[config.mk]
export PLATFORM = sky130hd
export DESIGN_NAME = switch_conditioner
export DESIGN_NICKNAME = d
export VERILOG_FILES = /design/src/rtl/switch_conditioner_pkg.sv /design/src/rtl/debounce_channel.sv /design/src/rtl/switch_conditioner.sv
export SDC_FILE = /design/constraint.sdc
export NUM_CORES = 1
export LEC_CHECK = 0
export CAP_MARGIN = 10
export CORE_ASPECT_RATIO = 1.4
export CORE_MARGIN = 2
export CORE_UTILIZATION = 35
export CTS_CLUSTER_DIAMETER = 100
export DETAILED_ROUTE_END_ITERATION = 6
export PLACE_DENSITY = 0.54
export SLEW_MARGIN = 20
export SYNTH_ARGS = -nofsm -noshare
export SYNTH_HDL_FRONTEND = slang
export SYNTH_SLANG_ARGS = --single-unit
export TNS_END_PERCENT = 100
[constraint.sdc]
create_clock -name clk -period 2.48 [get_ports clk]
set_input_delay 0.62 -clock clk [delete_from_list [all_inputs] [get_ports clk]]
set_output_delay 0.62 -clock clk [all_outputs]
set_load 0.01 [all_outputs]
[src/rtl/switch_conditioner_pkg.sv]
// Shared types and defaults for the switch conditioner: debounce FSM encoding
// and the default debounce interval.
package switch_conditioner_pkg;

  // 10 ms at 100 MHz
  localparam int DEFAULT_DEBOUNCE_CYCLES = 1000000;

  typedef enum logic [1:0] {
    STABLE_LO = 2'b00,
    WAIT_HI   = 2'b01,
    STABLE_HI = 2'b10,
    WAIT_LO   = 2'b11
  } db_state_e;

endpackage

[src/rtl/debounce_channel.sv]
// One switch channel: two-flop synchronizer, debounce FSM with mismatch counter,
// registered level and one-cycle rise/fall pulses.
module debounce_channel
  import switch_conditioner_pkg::*;
#(
  parameter int DEBOUNCE_CYCLES = DEFAULT_DEBOUNCE_CYCLES
) (
  input  logic clk,
  input  logic rst_n,
  input  logic raw,
  output logic level,
  output logic rise,
  output logic fall
);

  localparam int CW = $clog2(DEBOUNCE_CYCLES);
  localparam logic [CW-1:0] CNT_ONE  = CW'(1);
  localparam logic [CW-1:0] CNT_LAST = CW'(DEBOUNCE_CYCLES - 1);

  logic [1:0]    sync_q;
  logic          synced;
  db_state_e     state;
  logic [CW-1:0] cnt;

  assign synced = sync_q[1];

  always_ff @(posedge clk or negedge rst_n) begin
    if (!rst_n) sync_q <= 2'b00;
    else        sync_q <= {sync_q[0], raw};
  end

  // The counter tops out at DEBOUNCE_CYCLES-1, where the WAIT state always
  // either commits or aborts, so it can never wrap.
  always_ff @(posedge clk or negedge rst_n) begin
    if (!rst_n) begin
      state <= STABLE_LO;
      cnt   <= '0;
      level <= 1'b0;
      rise  <= 1'b0;
      fall  <= 1'b0;
    end else begin
      rise <= 1'b0;
      fall <= 1'b0;
      case (state)
        STABLE_LO: if (synced) begin
          state <= WAIT_HI;
          cnt   <= CNT_ONE;
        end
        WAIT_HI: begin
          if (!synced) begin
            state <= STABLE_LO;
            cnt   <= '0;
          end else if (cnt == CNT_LAST) begin
            state <= STABLE_HI;
            cnt   <= '0;
            level <= 1'b1;
            rise  <= 1'b1;
          end else begin
            cnt <= cnt + CNT_ONE;
          end
        end
        STABLE_HI: if (!synced) begin
          state <= WAIT_LO;
          cnt   <= CNT_ONE;
        end
        WAIT_LO: begin
          if (synced) begin
            state <= STABLE_HI;
            cnt   <= '0;
          end else if (cnt == CNT_LAST) begin
            state <= STABLE_LO;
            cnt   <= '0;
            level <= 1'b0;
            fall  <= 1'b1;
          end else begin
            cnt <= cnt + CNT_ONE;
          end
        end
        default: begin
          state <= STABLE_LO;
          cnt   <= '0;
        end
      endcase
    end
  end

endmodule

[src/rtl/switch_conditioner.sv]
// Debounces N_CH independent board switches; each channel is a debounce_channel.
module switch_conditioner
  import switch_conditioner_pkg::*;
#(
  parameter int N_CH            = 4,
  parameter int DEBOUNCE_CYCLES = DEFAULT_DEBOUNCE_CYCLES
) (
  input  logic            clk,
  input  logic            rst_n,
  input  logic [N_CH-1:0] sw_raw,
  output logic [N_CH-1:0] sw_level,
  output logic [N_CH-1:0] sw_rise,
  output logic [N_CH-1:0] sw_fall
);

  for (genvar i = 0; i < N_CH; i++) begin : g_ch
    debounce_channel #(
      .DEBOUNCE_CYCLES(DEBOUNCE_CYCLES)
    ) u_ch (
      .clk  (clk),
      .rst_n(rst_n),
      .raw  (sw_raw[i]),
      .level(sw_level[i]),
      .rise (sw_rise[i]),
      .fall (sw_fall[i])
    );
  end

endmodule
==> results of run 1 <==
==> critical path, cell delays in order (launching register included) <==
cell	delay (ns)
dfrtp_1	0.44
or4_4	0.57
nor4b_4	0.33
a21oi_2	0.28
buf_4	0.26
o221ai_2	0.16
o41ai_1	0.09
==> per-stage QoR <==
stage | hold slack (ns) | utilization (%)
after floorplan | 0.3244 | -
final | 0.1787 | 40.19
after CTS | 0.1859 | 40.19
after global routing | 0.1977 | 40.19
after global placement | 0.3338 | 38.31
after detailed placement | 0.3347 | 38.31
==> final cells by class <==
type                       instances  share of cell area [%]
clock buffer                      10                   3.827
clock inverter                     5                  0.8415
inverter                          19                   1.142
multi-input combinational        427                   41.25
sequential                       108                   43.28
tap                              196                   3.927
timing repair buffer              39                   5.730
==> how the worst min path moves through the flow <==
stage	startpoint	endpoint	cells after the start
4_1_cts	rst_n	g_ch[3].u_ch.cnt[15]	1
3_5_place_dp	g_ch[3].u_ch.sync_q[0]	g_ch[3].u_ch.sync_q[1]	0
6_report	rst_n	g_ch[3].u_ch.cnt[15]	1
2_1_floorplan	rst_n	async pin	0
3_3_place_gp	g_ch[2].u_ch.sync_q[0]	g_ch[2].u_ch.sync_q[1]	0
5_1_grt	rst_n	g_ch[3].u_ch.cnt[14]	1
==> layer usage <==
| metal | up-vias | part of all wire [%] |
|---|---|---|
| li1 | 2190 | - |
| met5 | - | 0 |
| met2 | 78 | 49 |
| met4 | 0 | 1.8 |
| met3 | 17 | 3.1 |
| met1 | 2182 | 46 |
==> logic make-up (layout without fill, tap and decap cells) <==
| logic type | Yosys count | after routing |
|---|---|---|
| buffers and inverters | 52 | 73 |
| AO/OA/AOI/OAI | 154 | 154 |
| AND/OR/NAND/NOR | 246 | 246 |
| multiplexers | 4 | 4 |
| flip-flops | 108 | 108 |
| XOR/XNOR | 19 | 19 |
| adder cells (fa/ha/maj) | 4 | 4 |
==> state kept, by name, indices dropped and copies added, names as in the netlist, named ones only <==
name / flops
g_ch.u_ch.rise: 4
g_ch.u_ch.level: 4
g_ch.u_ch.cnt: 80
g_ch.u_ch.sync_q: 8
g_ch.u_ch.state: 4
g_ch.u_ch.fall: 4
==> cells in the final DEF, fill, tap and decap left out, types with 4 or more instances in the layout <==
cell and n:
dfrtp_1 108, nand2_1 58, nor2_1 45, nand3_1 38, o21ai_0 35, a21oi_1 34, a31oi_1 31, nand4_1 21
buf_4 21, inv_1 19, clkdlybuf4s50_1 16, xor2_1 15, nor3_1 13, nand2b_1 12, a22o_1 10, and3_1 9
or3_1 9, clkbuf_16 9, and2_1 8, a41oi_1 8, nor4_1 6, and4_1 6, a21o_1 6, nor3b_1 4
xnor2_1 4, ha_1 4
==> where the power goes <==
group          switching (mW)  internal (mW)  total [mW]
Combinational           0.369          0.221       0.591
Sequential              0.106           1.84        1.95
Clock                   0.637          0.800        1.44
==> impl_metrics.py, run 1 <==
metrics = {
    "global_route": {
        "use_met1_pct": 18.00,
        "overflow": 0,
        "grt_first_pass_wirelength_mm": 20.20,
        "antenna_found_initial": 0,
        "grt-busiest-layer": "met2",
        "grt_use_total_pct": 14.14,
        "use_met2_pct": 23.93,
        "met3_usage_pct": 2.657,
        "grt_max_degree": 38,
        "grt_pass1_vias": 4342,
    },
    "logic_synthesis": {
        "synthCells": 587,
        "synthAdderAreaFrac_pct": 0.9021,
        "yosysMostFrequentCell": "dfrtp_1",
        "ys_ff_latch": 108,
        "yosys.area.top_type": "dfrtp_1",
        "yosys-top-cells-area": "dfrtp_1 (49%), nand2_1 (3.9%), a31oi_1 (3.5%), nand3_1 (3.4%), o21ai_0 (3.2%)",
        "synth_top_family_by_area": "simple AND/OR/NAND/NOR gates",
        "synthXorXnorAreaFrac_pct": 3.000,
        "yosys_most_used_dff": "dfrtp_1",
        "synth_common_cells": "dfrtp_1 (108), nand2_1 (58), nor2_1 (45)",
        "synth-compound-area-share_pct": 18.16,
        "synth_edf_count": 0,
        "synth_cell_types": 62,
        "synthArstFlopShare_pct": 100.0,
        "yosys.area_share.simple_pct": 23.64,
        "synth_top_area_share_pct": 48.71,
        "yosysSeqAreaShare_pct": 48.71,
        "ys_warn_count": 0,
        "syn_nets": 597,
        "netlist_area_um2": 5548,
        "synthMuxAreaShare_pct": 0.7442,
        "syn_avg_cell_area_um2": 9.451,
    },
    "cts": {
        "cts_made_buffers": 9,
        "cts_setup_buffers": 0,
        "cts_tree": "done",
        "htreeDepth": 3,
        "clk_latency_ns": 0.35,
        "cts_root_buf": "clkbuf_16",
        "cts_buffer_depth": 2,
        "cts_sinks": 108,
        "cts_hold_buf": 0,
        "post_cts_resized": 0,
        "clk_pin_slew_worst_paths_ns": 0.07,
    },
    "timing": {
        "rsz0062_at_grt": "false",
        "worstMarginPinSlew_ns": 0.7674,
        "period_share_pct": 89.97,
        "max_freq_mhz": 448.2,
        "setup_ws_ns": 0.2486,
        "setup_tns_ns": 0,
        "slew_headroom_pct": 48.84,
        "setup-violations-final": 0,
        "hold_viol": 0,
        "period_minus_slack_ns": 2.231,
        "skew_ns": 0.01210,
        "slew_violations": 0,
    },
    "hold_path": {
        "hold_class": "in -> async",
    },
    "place": {
        "dp.cells": 789,
        "routabilityCongestion": 0.8000,
        "hpwl_mm": 8.068,
        "pre_cts_slack_ns": 0.2776,
        "place_area_um2": 5953,
        "io_buffers": 17,
    },
    "setup_path": {
        "r2r-end": "g_ch[1].u_ch.cnt[14]",
        "reg2reg_depth": 6,
        "crit_arrival_ns": 2.46,
        "critPathMaxFanout": 17,
        "timing.rr.start": "g_ch[1].u_ch.cnt[12]",
        "endpoint": "g_ch[1].u_ch.cnt[14]",
        "crit_type": "reg -> reg",
        "worst-endpoint-required_ns": 2.71,
        "crit_path_start_kind": "register",
        "cp-end-kind": "register",
        "regToRegSetupSlack_ns": 0.25,
        "cp-startpoint": "g_ch[1].u_ch.cnt[12]",
    },
    "final_layout": {
        "multi_input_area_um2": 2576,
        "finalInstanceArea_um2": 6245,
        "diodes": 0,
        "drive_above_1_share_pct": 8.553,
        "fillers": 1538,
        "seqCellArea_um2": 2703,
        "fin_cells": 804,
        "syn_to_final_growth_pct": 12.56,
        "fin_nets": 614,
    },
    "routing": {
        "dr_total_vias": 4467,
        "routedWlPerCell_um": 14.47,
        "drc": 0,
        "wl_mm": 11.63,
        "drtIter0Drc": 301,
        "via_per_inst": 5.556,
        "dr.pass1.iters": 5,
        "ant_nets": 0,
    },
    "power_and_ir_drop": {
        "p_leak_nw": 2.597,
        "finalPower_mw": 3.978,
        "max-vdd-ir-drop_v": 0.0003500,
        "power_density_nw_per_um2": 637.0,
    },
    "status": {
        "outcome": "finished clean",
    },
    "floorplanning": {
        "io_pins": 18,
        "die_w_um": 110.4,
        "core_um2": 15540,
        "die_area_um2": 16890,
        "fp.dieH_um": 153.0,
        "rows": 54,
        "start_util_pct": 35.70,
    },
    "run": {
        "drv_cap": 0,
    },
}
No activity file was read; power rests on OpenSTA's default activity.
==> run 2: changes to the inputs <==
DONT_BUFFER_PORTS = 1   (was unset)
PLACE_DENSITY = 0.53   (was 0.54)
==> run 2 against run 1 <==
Clock skew shrank 0.0032 ns. Highest routed layer unchanged. Critical path type unchanged. Combinational power is 11% lower. Sequential power barely moved. Critical path depth up 1. The run now ends with hold timing left. Via count fell by 2.5%. Die area unchanged. Flip-flop and latch count unchanged. Largest cell class unchanged. First-iteration DRC count decreased by 1.0%. Core utilization fell by 1.3 points.
==> impl_metrics.py, run 2 (same netlist as run 1, synthesis figures left out) <==
metrics = {
    "routing": {
        "drc": 0,
        "dr.pass1.iters": 4,
        "dr_total_vias": 4357,
        "via_per_inst": 5.550,
        "ant_nets": 0,
        "wl_mm": 11.78,
        "drtIter0Drc": 298,
        "routedWlPerCell_um": 15.00,
    },
    "final_layout": {
        "largest_reg_flops": 80,
        "fillers": 1538,
        "finalInstanceArea_um2": 6045,
        "fin_nets": 594,
        "regMostFlops": "g_ch.u_ch.cnt",
        "seqCellArea_um2": 2703,
        "reg_top3": "g_ch.u_ch.cnt (80), g_ch.u_ch.sync_q (8)",
        "multi_input_area_um2": 2576,
        "syn_to_final_growth_pct": 8.954,
        "mostFrequentLayoutCells": "dfrtp_1 (108), nand2_1 (58), nor2_1 (45)",
        "drive_above_1_share_pct": 8.319,
        "diodes": 0,
        "final_common_cell": "dfrtp_1",
    },
    "global_route": {
        "grt_pass1_vias": 4171,
        "grt_max_degree": 109,
        "antenna_found_initial": 0,
        "overflow": 0,
        "grt_use_total_pct": 14.26,
        "grt_first_pass_wirelength_mm": 20.09,
    },
    "power_and_ir_drop": {
        "power_density_nw_per_um2": 648.0,
        "max-vdd-ir-drop_v": 0.0004061,
        "p_leak_nw": 2.519,
    },
    "cts": {
        "clk_latency_ns": 0.36,
        "cts_root_buf": "clkbuf_16",
        "cts_tree": "done",
        "cts_buffer_depth": 2,
        "post_cts_resized": 0,
        "cts_sinks": 108,
        "cts_setup_buffers": 0,
        "clk_pin_slew_worst_paths_ns": 0.08,
        "htreeDepth": 3,
        "cts_made_buffers": 9,
    },
    "setup_path": {
        "path_cells": "ha_1, nand3_1, nor4_2, a21oi_2, buf_4, o21ai_0, a31oi_1",
        "crit_arrival_ns": 2.50,
        "worst-endpoint-required_ns": 2.76,
        "crit_type": "reg -> reg",
        "timing.rr.start": "g_ch[1].u_ch.cnt[0]",
        "critPathMaxFanout": 16,
        "regToRegSetupSlack_ns": 0.26,
        "reg2reg_depth": 7,
        "max_stage_delay_ns": 0.59,
        "cp_slowest_cell": "a21oi_2",
        "r2r-end": "g_ch[1].u_ch.cnt[7]",
        "cp-end-kind": "register",
        "crit_path_start_kind": "register",
    },
    "timing": {
        "skew_ns": 0.008927,
        "setup-violations-final": 0,
        "rsz0062_at_grt": "false",
        "hold_viol": 108,
        "slew_headroom_pct": 52.91,
        "max_freq_mhz": 451.0,
        "setup_tns_ns": 0,
        "slew_violations": 0,
        "period_minus_slack_ns": 2.217,
        "worstMarginPinSlew_ns": 0.7064,
        "period_share_pct": 89.40,
        "whs_ns": -0.04831,
    },
    "status": {
        "outcome": "complete, but fails checks",
        "violations": "hold timing",
    },
    "place": {
        "hpwl_mm": 8.010,
        "io_buffers": 0,
        "place_area_um2": 5751,
        "routabilityCongestion": 0.7827,
    },
    "floorplanning": {
        "io_pins": 18,
        "core_um2": 15540,
        "fp.dieH_um": 153.0,
        "die_area_um2": 16890,
        "start_util_pct": 35.70,
        "rows": 54,
        "die_w_um": 110.4,
    },
    "run": {
        "drv_cap": 0,
    },
    "hold_path": {
        "hold_class": "in -> async",
    },
}
[run 2: changes by cell type in the layout (fill, tap and decap cells not counted)]
cell | before | now
inv_8 | 0 | 1
clkinv_4 | 0 | 3
buf_12 | 2 | 1
bufinv_16 | 1 | 0
clkinv_2 | 3 | 0
inv_6 | 0 | 2
clkdlybuf4s50_1 | 16 | 0
buf_4 | 21 | 18
clkinvlp_4 | 1 | 0
[run 2: layer usage]
layer	up-vias	routed length, um	GRT usage [%]
li1	2140	-	-
met1	2130	5397	18.28
met2	65	5701	22.96
met3	22	453	3.569
met4	0	223	6.012
met5	-	0	0
[run 2: area by class of cell]
class	instances	area share (%)
multi-input cells	427	42.62
well taps	196	4.057
repair buffers	19	2.567
flip-flops and latches	108	44.71
clock buffers	10	3.954
clock inverters	6	0.9108
inverters	19	1.180
[run 2: where the power goes]
part | leakage, nW | switching [mW] | internal [mW]
logic | 0.909 | 0.327 | 0.201
registers | 1.46 | 0.109 | 1.84
clock network | 0.146 | 0.707 | 0.730
[run 2: critical path: cells and delay by family (launching register included)]
family / cells / cell delay, ns
buffers and inverters: 1 / 0.30
adder cells (fa/ha/maj): 1 / 0.25
flip-flops: 1 / 0.42
AND/OR/NAND/NOR: 2 / 0.28
AO/OA/AOI/OAI: 3 / 0.89
[run 2: worst max-delay path by stage]
stage | startpoint | endpoint | cells past startpoint | slack, ns
2_1_floorplan | g_ch[1].u_ch.cnt[12] | g_ch[1].u_ch.cnt[18] | 5 | 0.56
3_3_place_gp | g_ch[0].u_ch.cnt[0] | g_ch[0].u_ch.cnt[17] | 7 | 0.32
3_5_place_dp | g_ch[0].u_ch.cnt[0] | g_ch[0].u_ch.cnt[17] | 7 | 0.27
4_1_cts | g_ch[0].u_ch.cnt[0] | g_ch[0].u_ch.cnt[17] | 7 | 0.25
5_1_grt | g_ch[1].u_ch.cnt[0] | g_ch[1].u_ch.cnt[7] | 7 | 0.05
6_report | g_ch[1].u_ch.cnt[0] | g_ch[1].u_ch.cnt[7] | 7 | 0.26
[run 2: stage by stage]
stage               power (mW)  util [%]  hold slack (ns)  worst slack, ns  cells
finish                   3.917     38.90         -0.04831           0.2628    785
global route             4.134     38.90         -0.07142          0.04770    785
CTS                      3.972     38.90         -0.06546           0.2530    785
detailed placement       2.512     37.00           0.3288           0.2718    769
global placement         2.492     37.00           0.3282           0.3196    769
floorplan                2.357         -           0.3244           0.5574    587
